--- config.mk ---
export PLATFORM = sky130hd
export DESIGN_NAME = truth_table_sweeper
export DESIGN_NICKNAME = d
export VERILOG_FILES = /design/src/rtl/truth_table_sweeper.sv
export SDC_FILE = /design/constraint.sdc
export NUM_CORES = 1
export LEC_CHECK = 0
export BUFFER_PORTS_ARGS = -buffer_cell sky130_fd_sc_hd__buf_2
export CAP_MARGIN = 0
export CORE_AREA = 2 2 63 65
export DETAILED_ROUTE_END_ITERATION = 8
export DIE_AREA = 0 0 65 67
export GPL_ROUTABILITY_DRIVEN = 0
export GPL_TIMING_DRIVEN = 0
export HOLD_SLACK_MARGIN = 0.06
export PLACE_DENSITY_LB_ADDON = 0.08
export RECOVER_POWER = 100
export SYNTH_ARGS = -nofsm -noshare
export SYNTH_HDL_FRONTEND = slang
export SYNTH_SLANG_ARGS = --single-unit
--- constraint.sdc ---
create_clock -name clk -period 2.1 [get_ports clk]
set_input_delay 0.105 -clock clk [delete_from_list [all_inputs] [get_ports clk]]
set_output_delay 0.105 -clock clk [all_outputs]
set_load 0.05 [all_outputs]
--- src/rtl/truth_table_sweeper.sv ---
// truth_table_sweeper: drives every input combination of a small combinational
// unit under test in ascending order, holds each vector HOLD cycles, compares
// the response against a packed expected truth table and reports the verdict.
module truth_table_sweeper #(
    parameter int unsigned N_IN  = 3,
    parameter int unsigned N_OUT = 1,
    parameter int unsigned HOLD  = 5,
    parameter logic [(2**N_IN)*N_OUT-1:0] EXPECTED = 8'hE8
) (
    input  logic              clk,
    input  logic              rst_n,
    input  logic              start,
    input  logic              abort,
    output logic [N_IN-1:0]   stim,
    input  logic [N_OUT-1:0]  resp,
    output logic              busy,
    output logic              done,
    output logic              pass,
    output logic [N_IN:0]     err_count,
    output logic [N_IN-1:0]   first_fail,
    output logic              first_fail_valid
);

    localparam int unsigned V     = 2**N_IN;
    localparam int unsigned ERR_W = N_IN + 1;
    localparam int unsigned CNT_W = (HOLD > 1) ? $clog2(HOLD) : 1;

    localparam logic [N_IN-1:0]  LAST_VEC = N_IN'(V - 1);
    localparam logic [CNT_W-1:0] LAST_CNT = CNT_W'(HOLD - 1);

    typedef enum logic [1:0] {
        IDLE = 2'd0,
        RUN  = 2'd1,
        DONE = 2'd2
    } state_t;

    state_t             state_q, state_d;
    logic [CNT_W-1:0]   cnt_q, cnt_d;
    logic [N_IN-1:0]    stim_d;
    logic               busy_d;
    logic               done_d;
    logic               pass_d;
    logic [ERR_W-1:0]   err_d;
    logic [N_IN-1:0]    ff_d;
    logic               ffv_d;

    logic [N_OUT-1:0]   exp_slice;
    logic               mismatch;

    // Expected response slice for the vector currently on stim.
    always_comb begin
        exp_slice = N_OUT'(EXPECTED >> (32'(stim) * N_OUT));
        mismatch  = (resp != exp_slice);
    end

    // Next-state and next-output logic for the sweep sequencer.
    always_comb begin
        state_d = state_q;
        cnt_d   = cnt_q;
        stim_d  = stim;
        busy_d  = busy;
        done_d  = 1'b0;
        pass_d  = pass;
        err_d   = err_count;
        ff_d    = first_fail;
        ffv_d   = first_fail_valid;

        unique case (state_q)
            IDLE: begin
                stim_d = '0;
                busy_d = 1'b0;
                if (start) begin
                    state_d = RUN;
                    cnt_d   = '0;
                    busy_d  = 1'b1;
                    pass_d  = 1'b0;
                    err_d   = '0;
                    ff_d    = '0;
                    ffv_d   = 1'b0;
                end
            end

            RUN: begin
                if (abort) begin
                    // Abort wins over a compare on the same edge.
                    state_d = IDLE;
                    cnt_d   = '0;
                    stim_d  = '0;
                    busy_d  = 1'b0;
                    pass_d  = 1'b0;
                end else if (cnt_q == LAST_CNT) begin
                    if (mismatch) begin
                        err_d = err_count + ERR_W'(1);
                        if (!first_fail_valid) begin
                            ff_d  = stim;
                            ffv_d = 1'b1;
                        end
                    end
                    cnt_d = '0;
                    if (stim == LAST_VEC) begin
                        state_d = DONE;
                        stim_d  = '0;
                        busy_d  = 1'b0;
                        done_d  = 1'b1;
                        pass_d  = (err_d == '0);
                    end else begin
                        stim_d = stim + N_IN'(1);
                    end
                end else begin
                    cnt_d = cnt_q + CNT_W'(1);
                end
            end

            DONE: begin
                state_d = IDLE;
            end

            default: begin
                state_d = IDLE;
                cnt_d   = '0;
                stim_d  = '0;
                busy_d  = 1'b0;
            end
        endcase
    end

    // State and output registers.
    always_ff @(posedge clk or negedge rst_n) begin
        if (!rst_n) begin
            state_q          <= IDLE;
            cnt_q            <= '0;
            stim             <= '0;
            busy             <= 1'b0;
            done             <= 1'b0;
            pass             <= 1'b0;
            err_count        <= '0;
            first_fail       <= '0;
            first_fail_valid <= 1'b0;
        end else begin
            state_q          <= state_d;
            cnt_q            <= cnt_d;
            stim             <= stim_d;
            busy             <= busy_d;
            done             <= done_d;
            pass             <= pass_d;
            err_count        <= err_d;
            first_fail       <= ff_d;
            first_fail_valid <= ffv_d;
        end
    end

endmodule

### Word-level counts from Yosys, hierarchy flattened

Cells that the tools add are included.

| storage, ports and cells | value |
|---|---|
| register bits | 19 |
| input bits | 5 |
| logic and storage cells | 81 |
| output and inout bits | 14 |

| operators by class | value |
|---|---|
| muxes and demuxes | 44 |
| $add $sub $neg | 3 |
| eq/ne operators | 12 |
| shift operators | 1 |
| reduce and logical (&&, ||, !) cells | 11 |
| bitwise logic cells | 1 |

Operator list:

| operator | count |
|---|---|
| 2-to-1 mux 3 bit | 10 |
| 2-to-1 mux 4 bit | 7 |
| 2-to-1 mux 1 bit | 15 |
| case mux 3 bit (2 select lines) | 2 |
| != test 2 bit (second input constant) | 5 |
| case mux 3 bit (3 select lines) | 1 |
| 2-to-1 mux 2 bit | 4 |
| case mux 4 bit (2 select lines) | 1 |
| AND reduction 4 bit | 2 |
| >> shifter 8 x 3 -> 1 bit (first input constant) | 1 |
| adder 3 x 1 -> 3 bit (second input constant) | 2 |
| == test 3 bit (second input constant) | 2 |
| != test 3 bit (second input constant) | 2 |
| AND reduction 3 bit | 2 |
| AND reduction 6 bit | 1 |
| AND reduction 5 bit | 1 |
| adder 4 x 1 -> 4 bit (second input constant) | 1 |
| zero test 4 bit | 1 |
| case mux 1 bit (2 select lines) | 2 |
| case mux 2 bit (2 select lines) | 1 |
| AND reduction 2 bit | 2 |
| case mux 1 bit (3 select lines) | 1 |
| == test 2 x 1 -> 1 bit (second input constant) | 1 |
| == test 2 bit (second input constant) | 1 |
| other kinds (4) | 4 |

### Logic depth before layout (Yosys ltp)

| logic depth | value |
|---|---|
| depth after elaboration | 11 |
| gate-level depth with buffers | 7 |
| depth with buffers taken out | 7 |

### Worst setup path after synthesis

Ideal clock, no wire load.

| path | value |
|---|---|
| path type | reg-to-reg |
| from | register stim[0] |
| to | register err_count[0] |
| arrival time | 1.936 ns |
| clock period less this slack | 2.061 ns |
| buffers on the path | 0 |
| setup time | 0.125 ns |
| stages on the path, launching flop included | 7 |
| setup slack | 0.039 ns |
| data required time | 1.975 ns |
| cell sequence | dfrtp_1 > ha_1 > nor2b_1 > o21a_1 > or2_4 > a21o_1 > mux2_4 |

| between the ends | value |
|---|---|
| longest elaborated chain between the ends | 9 |

RTL lines:

| what | line | source |
|---|---|---|
| from (decl) | 14 | `output logic [N_IN-1:0] stim,` |
| from (signal assigned) | 142 | `stim <= stim_d;` |
| >> shifter 8 x 3 -> 1 bit | 52 | `exp_slice = N_OUT'(EXPECTED >> (32'(stim) * N_OUT));` |
| != test 1 bit | 53 | `mismatch = (resp != exp_slice);` |
| 2-to-1 mux 4 bit | 92 | `if (mismatch) begin` |
| 2-to-1 mux 4 bit | 91 | `end else if (cnt_q == LAST_CNT) begin` |
| 2-to-1 mux 4 bit | 84 | `if (abort) begin` |
| 2-to-1 mux 4 bit | 68 | `unique case (state_q)` |
| 2-to-1 mux 4 bit | 91 |  |
| 2-to-1 mux 4 bit | 84 |  |
| case mux 4 bit (2 select lines) | 68 |  |
| to (signal assigned) | 146 | `err_count <= err_d;` |
| to (decl) | 19 | `output logic [N_IN:0] err_count,` |

No other way between the ends. The select of a mux whose other input is x is not followed.
A chain may end at the register's enable or synchronous reset.

### Worst setup path after layout

Same ends and word-level chain as after synthesis.

==> results.txt <==
----------------------------------------------------
[Floorplan]
  Floorplan die width ... 65 µm
  Initial Utilization ... 29.3%
  IO Count ... 19
  Core ar. ... 0.00361 mm²
  Die outline area ... 0.00436 mm²
  Number of core rows ... 22
  Die Y-Extent ... 67 µm

[Final layout]
  Synthesis-to-layout area growth ... 17.8%
  Utilization of the core after routing ... 34.5%
  Net count of the finished layout ... 136
  Ant diodes ... 0
  Seq. cell area ... 475 µm²
  Post-route cell area ... 0.00124 mm²
  Number of fill cells in the layout ... 384
  Fraction of layout instances using a drive strength above 1 ... 13.7%
  Multi-input gate area in the final layout ... 539 µm²

[Clocking]
  Number of sinks handled by clock tree synthesis ... 19
  CTS H-Tree Depth ... 1
  Clock slew at reported path FFs ... 0.07 ns
  Root buf cell ... clkbuf_8
  Clock latency on the worst-skew pair ... 0.25 ns
  Number of buffers created by CTS ... 3
  Clock tree from TritonCTS ... built
  Max clock buf depth ... 2

[Power and ir drop]
  Leakage Power ... 0.538 nW
  Total power after layout ... 754 µW
  Power density over the cells ... 607 mW/mm²
  Maximum resistive drop on vdd ... 0.000282 V

[Place]
  Total placed instance area ... 0.00120 mm²
  Buffers added on ports ... 18
  Hpwl dp ... 1.67 mm
  Minimum setup slack after placement ... 0.126 ns

[Routing]
  Number of search-and-repair iterations in the first detailed-routing pass ... 4
  Wire length on met3 ... 67 µm
  Iteration-0 DRC Markers ... 48
  Top routing layer used ... met4
  Routed wire length on met2 ... 1.03 mm
  M1 WL ... 1.13 mm
  Number of remaining DRC errors ... 0
  Avg Vias per Cell ... 4.64
  Per-cell routed wire length ... 13.1 µm
  Sum of routed wire length over all layers ... 2.25 mm
  Vias after detailed routing ... 798
  Number of nets still failing antenna checks after routing ... 0

[GRT]
  Number of global-route vias before repair ... 748
  Pin count of the biggest net entering global routing ... 20
  GRT Util Overall ... 11.5%
  Total global routing overflow ... 0
  First-pass GRT wire length ... 3.70 mm
  Number of antenna violations at the first check in global routing ... 0

[STA]
  Number of setup violations in the final report ... 0
  Final Worst Setup Slack ... 0.157 ns
  Total negative setup slack ... 0 ns
  Shortest clock period the worst path allows after layout ... 1.94 ns
  Setup repair after global routing missed its margin ... false
  Highest achievable clock rate ... 0.515 GHz
  Worst rel slew slack ... 26.7%
  Setup clock skew after layout ... 0.00233 ns
  Final slew viol count ... 0
  Ratio of final minimum period to clock period ... 92.5%
  Transition time at the pin with the least slew margin ... 1.10 ns
  Hold Vio Cnt, Final ... 0

[Setup path]
  Nature of the critical path endpoint ... flop
  Critical Path Fanout Max ... 6
  Data arrival time at the worst-slack endpoint ... 2.08 ns
  CP Class ... flop to flop
  Critical path launch point type ... flop
  Critical path required time ... 2.24 ns

[Yosys]
  Proportion of register bits with asynchronous set or reset after synthesis ... 100%
  Most used flip-flop cell after synthesis ... dfrtp_1
  Number of cells produced by synthesis ... 101
  Yosys synthesis warning count ... 0
  Post-synth EDFFs ... 0
  Post-synthesis net count ... 112
  Number of distinct library cells after synthesis ... 34
  Synthesized area per cell ... 10.4 µm²
  Sequential-to-total area share from yosys stat ... 45.1%
  Flip-flop and latch count after synthesis ... 19
  Synth Cell Area ... 0.00105 mm²

[Job]
  Count of maximum capacitance violations ... 0

[Run status]
  Status ... complete, no violations

[Worst hold path]
  Hold WC Path Type ... input pin to flop

----------------------------------------------------
[kinds of logic after synthesis]
logic type | synth area share, %
compound gates | 15.3
xor+xnor | 0.831
fa+ha+maj | 7.12
buf+inv | 3.91
flops | 45.1
mux | 5.22
simple gates | 22.5
[placed cells by master (no fill, tap or decap), drive strengths merged, types with 2 or more instances in the layout]
| master | count |
|---|---|
| a22o | 5 |
| and2 | 2 |
| buf | 5 |
| clkbuf | 19 |
| dfrtp | 19 |
| ha | 6 |
| inv | 5 |
| mux2i | 4 |
| nand2 | 13 |
| nand3 | 6 |
| nor2 | 5 |
| nor2b | 4 |
| nor3 | 3 |
| nor3b | 2 |
| o21a | 2 |
| o21ai | 6 |
| o31ai | 2 |
| o41ai | 2 |
| or2 | 2 |
[layer usage]
metal | vias to the layer above | global-route usage [%]
li1 | 403 | -
met1 | 381 | 14.7
met2 | 12 | 18.0
met3 | 2 | 3.72
met4 | 0 | 3.99
met5 | - | 0
[flip-flops by register name, indices dropped and copies added (netlist names)]
register	flops
err_count	4
cnt_q	3
first_fail	3
stim	3
state_q	2
busy	1
done	1
first_fail_valid	1
pass	1
[power breakdown]
part	leakage, nW	total [mW]	switching, mW	internal (mW)
registers	0.261	0.385	0.00780	0.378
logic	0.255	0.111	0.0705	0.0405
clock network	0.0228	0.257	0.123	0.135
total	0.538	0.754	0.201	0.553
[Yosys cell counts, types with 4 or more instances]
library cell  number  area (µm²)
o21ai_0            6        30.0
nor2b_1            4        25.0
a22o_1             4        35.0
nor2_1             4        15.0
nand3_1            6        30.0
inv_1              5        18.8
mux2i_1            4        40.0
ha_1               6        75.1
dfrtp_1           19         475
nand2_1           13        48.8
[critical path: stages (launching register included)]
cell and delay [ns]:
dfrtp_1 0.44, ha_1 0.24, nor2b_1 0.15, o21a_1 0.23, or2_4 0.28, a21o_1 0.20, mux2_1 0.29
[cell type report]
cell class,instances,share of cell area (%)
Clock buffer,4,3.63
Multi-Input combinational cell,75,43.4
Timing Repair Buffer,19,6.55
Buffer,2,1.81
Tap cell,48,4.83
Inverter,5,1.51
Sequential cell,19,38.3
[final timing paths]
| path | to | from | cells past startpoint | slack (ns) |
|---|---|---|---|---|
| min in group asynchronous | pass$_DFFE_PN0P_ | rst_n | 2 | 0.57 |
| max in group asynchronous | stim[2]$_DFFE_PN0P_ | rst_n | 2 | 0.87 |
| hold / removal | cnt_q[2]$_DFFE_PN0P_ | abort | 4 | 0.20 |
| setup reg to reg | err_count[0]$_DFFE_PN0P_ | stim[0]$_DFFE_PN0P_ | 6 | 0.16 |
| setup / recovery | err_count[0]$_DFFE_PN0P_ | stim[0]$_DFFE_PN0P_ | 6 | 0.16 |
| hold reg to reg | cnt_q[0]$_DFFE_PN0P_ | cnt_q[0]$_DFFE_PN0P_ | 1 | 0.50 |
[stage by stage]
stage          hold WS [ns]  std cells
4_1_cts               0.197        172
2_1_floorplan        -0.191        101
3_5_place_dp         0.0884        167
5_1_grt               0.209        172
3_3_place_gp         0.0915        167
6_report              0.202        172
[what timing repair did]
| action | CTS | global route |
|---|---|---|
| buffers inserted | 0 | 0 |
| setup endpoints to repair | 0 | 3 |
| hold buffers | 1 | 0 |
| endpoints found under the hold margin | 19 | 0 |
| resized for setup | 0 | 1 |
(Power assumes the default switching activity.)
